$ cat src/rtl/alu_share_ctrl.sv
// Round-robin sharing of one combinational ALU between two valid/ready requesters.
// Optional funct legality check is enabled by defining ALU_SHARE_OPCHK_EN.
module alu_share_ctrl #(
  parameter int DATA_W = 32,
  parameter int SEL_W  = 6
) (
  input  logic                clk,
  input  logic                reset_n,
  input  logic [1:0]          req_valid,
  output logic [1:0]          req_ready,
  input  logic [2*SEL_W-1:0]  req_sel,
  input  logic [2*DATA_W-1:0] req_a,
  input  logic [2*DATA_W-1:0] req_b,
  output logic [1:0]          rsp_valid,
  input  logic [1:0]          rsp_ready,
  output logic [DATA_W-1:0]   rsp_result,
  output logic                rsp_zero,
  output logic                rsp_err,
  output logic [DATA_W-1:0]   alu_a,
  output logic [DATA_W-1:0]   alu_b,
  output logic [SEL_W-1:0]    alu_sel,
  input  logic [DATA_W-1:0]   alu_out,
  input  logic                alu_zero
);

  typedef enum logic [1:0] {S_IDLE, S_EXEC, S_RESP} state_t;

  state_t              r_state;
  logic                r_last_grant;
  logic                r_g;
  logic [SEL_W-1:0]    r_sel;
  logic [DATA_W-1:0]   r_a;
  logic [DATA_W-1:0]   r_b;
  logic [DATA_W-1:0]   r_result;
  logic                r_zero;
  logic                r_err;

  logic                w_win;
  logic                w_accept;
  logic                w_bad;
  logic [SEL_W-1:0]    w_sel;
  logic [DATA_W-1:0]   w_a;
  logic [DATA_W-1:0]   w_b;

  // NOTE: every signal assigned in always_comb gets a default first, so no latch is inferred.
  always_comb begin
    w_win = 1'b0;
    case (req_valid)
      2'b10:   w_win = 1'b1;
      2'b11:   w_win = ~r_last_grant;
      default: w_win = 1'b0;
    endcase
  end

  assign w_accept  = (r_state == S_IDLE) && (|req_valid);
  assign req_ready = w_accept ? (2'b01 << w_win) : 2'b00;
  assign w_sel     = w_win ? req_sel[2*SEL_W-1:SEL_W]   : req_sel[SEL_W-1:0];
  assign w_a       = w_win ? req_a[2*DATA_W-1:DATA_W]   : req_a[DATA_W-1:0];
  assign w_b       = w_win ? req_b[2*DATA_W-1:DATA_W]   : req_b[DATA_W-1:0];

`ifdef ALU_SHARE_OPCHK_EN
  function automatic logic op_supported(input logic [SEL_W-1:0] s);
    return (s == SEL_W'(6'b100000)) || (s == SEL_W'(6'b100010)) ||
           (s == SEL_W'(6'b100100)) || (s == SEL_W'(6'b100101)) ||
           (s == SEL_W'(6'b000000)) || (s == SEL_W'(6'b000010)) ||
           (s == SEL_W'(6'b101010)) || (s == SEL_W'(6'b101011));
  endfunction
  assign w_bad = ~op_supported(w_sel);
`else
  assign w_bad = 1'b0;
`endif

  // NOTE: sequential state uses non-blocking assignments only, so every flop samples pre-edge values.
  always_ff @(posedge clk or negedge reset_n) begin
    if (!reset_n) begin
      r_state      <= S_IDLE;
      r_last_grant <= 1'b1;
      r_g          <= 1'b0;
      r_sel        <= '0;
      r_a          <= '0;
      r_b          <= '0;
      r_result     <= '0;
      r_zero       <= 1'b0;
      r_err        <= 1'b0;
    end else begin
      case (r_state)
        S_IDLE: begin
          if (w_accept) begin
            r_g   <= w_win;
            r_err <= w_bad;
            if (w_bad) begin
              // Illegal funct bypasses the ALU; its input bus keeps the previous operation.
              r_result <= '0;
              r_zero   <= 1'b0;
              r_state  <= S_RESP;
            end else begin
              r_sel   <= w_sel;
              r_a     <= w_a;
              r_b     <= w_b;
              r_state <= S_EXEC;
            end
          end
        end
        S_EXEC: begin
          r_result <= alu_out;
          r_zero   <= alu_zero;
          r_state  <= S_RESP;
        end
        S_RESP: begin
          if (rsp_ready[r_g]) begin
            r_last_grant <= r_g;
            r_state      <= S_IDLE;
          end
        end
        default: r_state <= S_IDLE;
      endcase
    end
  end

  assign rsp_valid  = (r_state == S_RESP) ? (2'b01 << r_g) : 2'b00;
  assign rsp_result = r_result;
  assign rsp_zero   = r_zero;
  assign rsp_err    = r_err;
  assign alu_a      = r_a;
  assign alu_b      = r_b;
  assign alu_sel    = r_sel;

endmodule

$ cat config.mk
export PLATFORM = sky130hd
export DESIGN_NAME = alu_share_ctrl
export DESIGN_NICKNAME = d
export VERILOG_FILES = /design/src/rtl/alu_share_ctrl.sv
export SDC_FILE = /design/constraint.sdc
export NUM_CORES = 1
export LEC_CHECK = 0
export CORE_MARGIN = 4
export CORE_UTILIZATION = 40
export CTS_CLUSTER_DIAMETER = 100
export DETAILED_ROUTE_END_ITERATION = 10
export PLACE_DENSITY = 0.87
export SLEW_MARGIN = 25
export SYNTH_ARGS = -nofsm -noshare
export SYNTH_HDL_FRONTEND = slang
export SYNTH_SLANG_ARGS = --single-unit
$ cat constraint.sdc
create_clock -name clk -period 3.5 [get_ports clk]
set_input_delay 0.875 -clock clk [delete_from_list [all_inputs] [get_ports clk]]
set_output_delay 0.875 -clock clk [all_outputs]
set_load 0.03 [all_outputs]
== After elaboration in Yosys (flattened, before gate mapping) ==
Index checks and enable logic that the tools add are counted.

* Shifts and indexed selects: 2
* $lt $le $gt $ge: 1
* Bitwise gates (word level): 1
* Reductions and logical operators: 6
* Eq/ne operators: 6
* Mux-type cells: 11

{| class="wikitable"
|+ Operators with widths
! kind !! count
|-
| $mux 32 || 2
|-
| $mux 2 || 4
|-
| $eq 2x2->1 const B || 3
|-
| $mux 6 || 1
|-
| $pmux 2 s3 || 1
|-
| $reduce_and 2->1 || 3
|-
| $ne 2x2->1 const B || 2
|-
| $shl 1x1->2 const A || 2
|-
| $eq 2x1->1 const B || 1
|-
| $logic_not 2->1 || 1
|-
| $lt 1x2->1 const B || 1
|-
| $mux 1 || 2
|-
| $pmux 1 s2 || 1
|-
| $reduce_or 2->1 || 1
|-
| $logic_and 1x1->1 || 1
|-
| $not 1->1 || 1
|}

* Input bits: 179
* Word-level logic and storage cells: 35
* Output and inout port bits: 108
* Register bits after elaboration: 107

== Longest topological paths before layout ==
* Depth after elaboration: 4
* Mapped depth: 5
* Depth with buffers taken out: 3

== Worst setup path before layout ==
No wires, ideal clock.

* Kind: input port to output port
* Start point: input port req_valid[1]
* End point: output port req_ready[1]
* Required time: 2.625 ns
* Path slack: 0.946 ns
* Arrival: 1.679 ns
* Stages: 3
* Cells stage by stage: a21boi_2 clkbuf_1 and2_1

* Cells in the longest elaborated chain, start to end: 4

{| class="wikitable"
|+ Ends and longest elaborated chain
! element !! RTL line !! text
|-
| start: declaration || 9 || <nowiki>input logic [1:0] req_valid,</nowiki>
|-
| $eq 2x2->1 || 48 || <nowiki>case (req_valid)</nowiki>
|-
| $pmux 1 s2 || 48 ||
|-
| $shl 1x1->2 || 56 || <nowiki>assign req_ready = w_accept ? (2'b01 << w_win) : 2'b00;</nowiki>
|-
| $mux 2 (*) || 56 ||
|-
| end: declaration || 10 || <nowiki>output logic [1:0] req_ready,</nowiki>
|}

Every way passes the cells marked *; elsewhere a longest branch is shown, timed or not.

== Final worst setup path ==
Same ends and word-level chain as after synthesis.

==> qor.csv <==
metric,value,unit
syn_to_final_growth,70.4,%
wirelength,15700,µm
postCtsResizedCells,0,
max-vdd-ir-drop,0.904,mV
maxSlewHeadroom,46.9,%
critical_path_class,input port to primary output,
cts_tree,yes,
synth_enable_flop_cells,0,
setup_viol,0,
synth_cell_types,23,
crit_required,2.62,ns
whs,0.505,ns
cp-end-kind,primary output,
clock_path_buffers,2,
grt_usage,23.5,%
placementRows,38,
grt_pass1_vias,4520,
core,0.0109,mm²
instances_no_fill,747,
nNetsFinal,781,
via_count,4186,
multiInputGateArea,0.00166,mm²
p_per_area,958,mW/mm²
portBuffers,285,
hold_viol_final,0,
htree_levels,3,
synthCells,333,
start_util,41.4,%
outcome,"complete, no violations",
tightestPinTransition,0.797,ns
antenna_left,0,
ys.warnings.count,0,
diodes,0,
synth_nets,512,
synth.most_common_cell,dfrtp_1,
hpwl,11500,µm
fillers,782,
place.gp.congestion,0.789,
dp_slack,0.644,ns
drc,0,
io_pins,287,
ys_seq_elements,107,
drt_iter0_drc,227,
die_w,114,µm
drive_above_1_share,10.2,%
die_area,0.0131,mm²
syn-cell-area,0.00453,mm²
path_clk_slew,0.07,ns
worstSkewPairLatency,0.34,ns
root_buffer,clkbuf_16,
max-cap-violations,0,
synth_commonest_cells,"dfrtp_1, a221o_1, and3_1",
die_h,114,µm
min_path_type,flip-flop to flip-flop,
synth_async_sr_flop_share,100,%
crit_path_start_kind,input port,
synth.area.top_cells,"dfrtp_1, a221o_1, and3_1",
max_freq,349,MHz
firstDrtPassIters,5,
ys_seq_area_share,59.2,%
synth_top_cell_by_area,dfrtp_1,
routedWlPerCell,21.0,µm
final_core_util,70.5,%
grt_max_degree,71,
period_share,81.8,%
regArea,0.00268,mm²
setup_tns,0,ns
setup_ws,0.637,ns
finClkSkew,0.00914,ns
ys.flop_type,dfrtp_1,
synth.avg_cell_area,13.6,µm²
fin_crit,2.86,ns
antenna_found_initial,0,
cts_setup_buffers,0,
path_max_fanout,3,
cts_hold_buf,0,
report.final.slew_viol_count,0,
cts_sinks,107,
grt_pass1_wl,24000,µm
viasPerCell,5.60,
synth.top_cell.area_share,58.6,%
cts_made_buffers,9,
dp.cells,731,
p_leak,3.43,nW
arrival,1.99,ns
overflow,0,
rsz0062_at_grt,no,
## registers in the layout, indices dropped and copies added, names as in the netlist
| name | cells |
|---|---|
| alu_a | 32 |
| alu_b | 32 |
| rsp_result | 32 |
| alu_sel | 6 |
| r_state | 2 |
| r_g | 1 |
| r_last_grant | 1 |
| rsp_zero | 1 |
## worst max-delay path, cell delays in order
cell,delay (ns)
clkdlybuf4s50_1,0.55
a21boi_4,0.20
and2_1,0.22
buf_12,0.14
## path summary, 6_finish.rpt
| check | from | endpoint | slack (ns) | depth (start not counted) |
|---|---|---|---|---|
| min reg2reg | rsp_result[26] | rsp_result[26] | 0.51 | 1 |
| max reg2reg | r_state[0] | alu_b[9] | 1.17 | 4 |
| min | rsp_result[26] | rsp_result[26] | 0.51 | 1 |
| max | req_valid[1] | req_ready[1] | 0.64 | 4 |
| min in group asynchronous | reset_n | alu_b[20] | 0.57 | 1 |
| max in group asynchronous | reset_n | r_last_grant | 2.13 | 2 |
## report_power, final
part	internal (mW)	leakage (nW)	switching [mW]	total, mW
registers	1.86	1.30	0.376	2.24
logic	1.92	2.00	2.29	4.21
clock network	0.521	0.137	0.424	0.944
total	4.30	3.43	3.09	7.39
## placed cells by master (no fill, tap or decap), types with 2 or more instances in the layout
cell type and count:
clkbuf_16 9, clkinv_2 2, clkbuf_1 3, a21o_1 2
and3_1 70, clkdlybuf4s50_1 282, dfrtp_1 106, buf_4 8
and2_1 2, mux2_2 34, a221o_1 70, buf_12 2
nand2b_1 3, clkbuf_8 2
## stage by stage
stage	power (mW)	cell area, µm²
floorplan	4.67	4530
global placement	6.36	7440
detailed placement	6.47	7440
CTS	7.44	7710
global route	7.73	7710
finish	7.39	7710
## layout make-up
class / count / area share (%)
well taps: 140 / 2.27
clock inverters: 2 / 0.130
multi-input cells: 191 / 21.5
inverters: 1 / 0.0487
repair buffers: 292 / 37.9
flip-flops and latches: 107 / 34.7
clock buffers: 14 / 3.42
## routing by layer
| metal | vias to the layer above | GRT usage, % | wire [µm] |
|---|---|---|---|
| met4 | 0 | 10.4 | 564 |
| met1 | 2069 | 26.8 | 5660 |
| li1 | 1841 | - | - |
| met3 | 40 | 5.81 | 1370 |
| met5 | - | 0 | 0 |
| met2 | 236 | 41.4 | 8110 |
## cell families (layout without fill, tap and decap cells)
group / Yosys count / after routing / share of synthesized area (%)
AOI/OAI and AO/OA: 76 / 76 / 16.5
buffers and inverters: 35 / 309 / 4.62
DFF: 107 / 107 / 59.2
muxes: 34 / 34 / 8.46
other: 1 / 1 / 0.0828
and+or+nand+nor: 80 / 80 / 11.2
(Power assumes the default switching activity.)
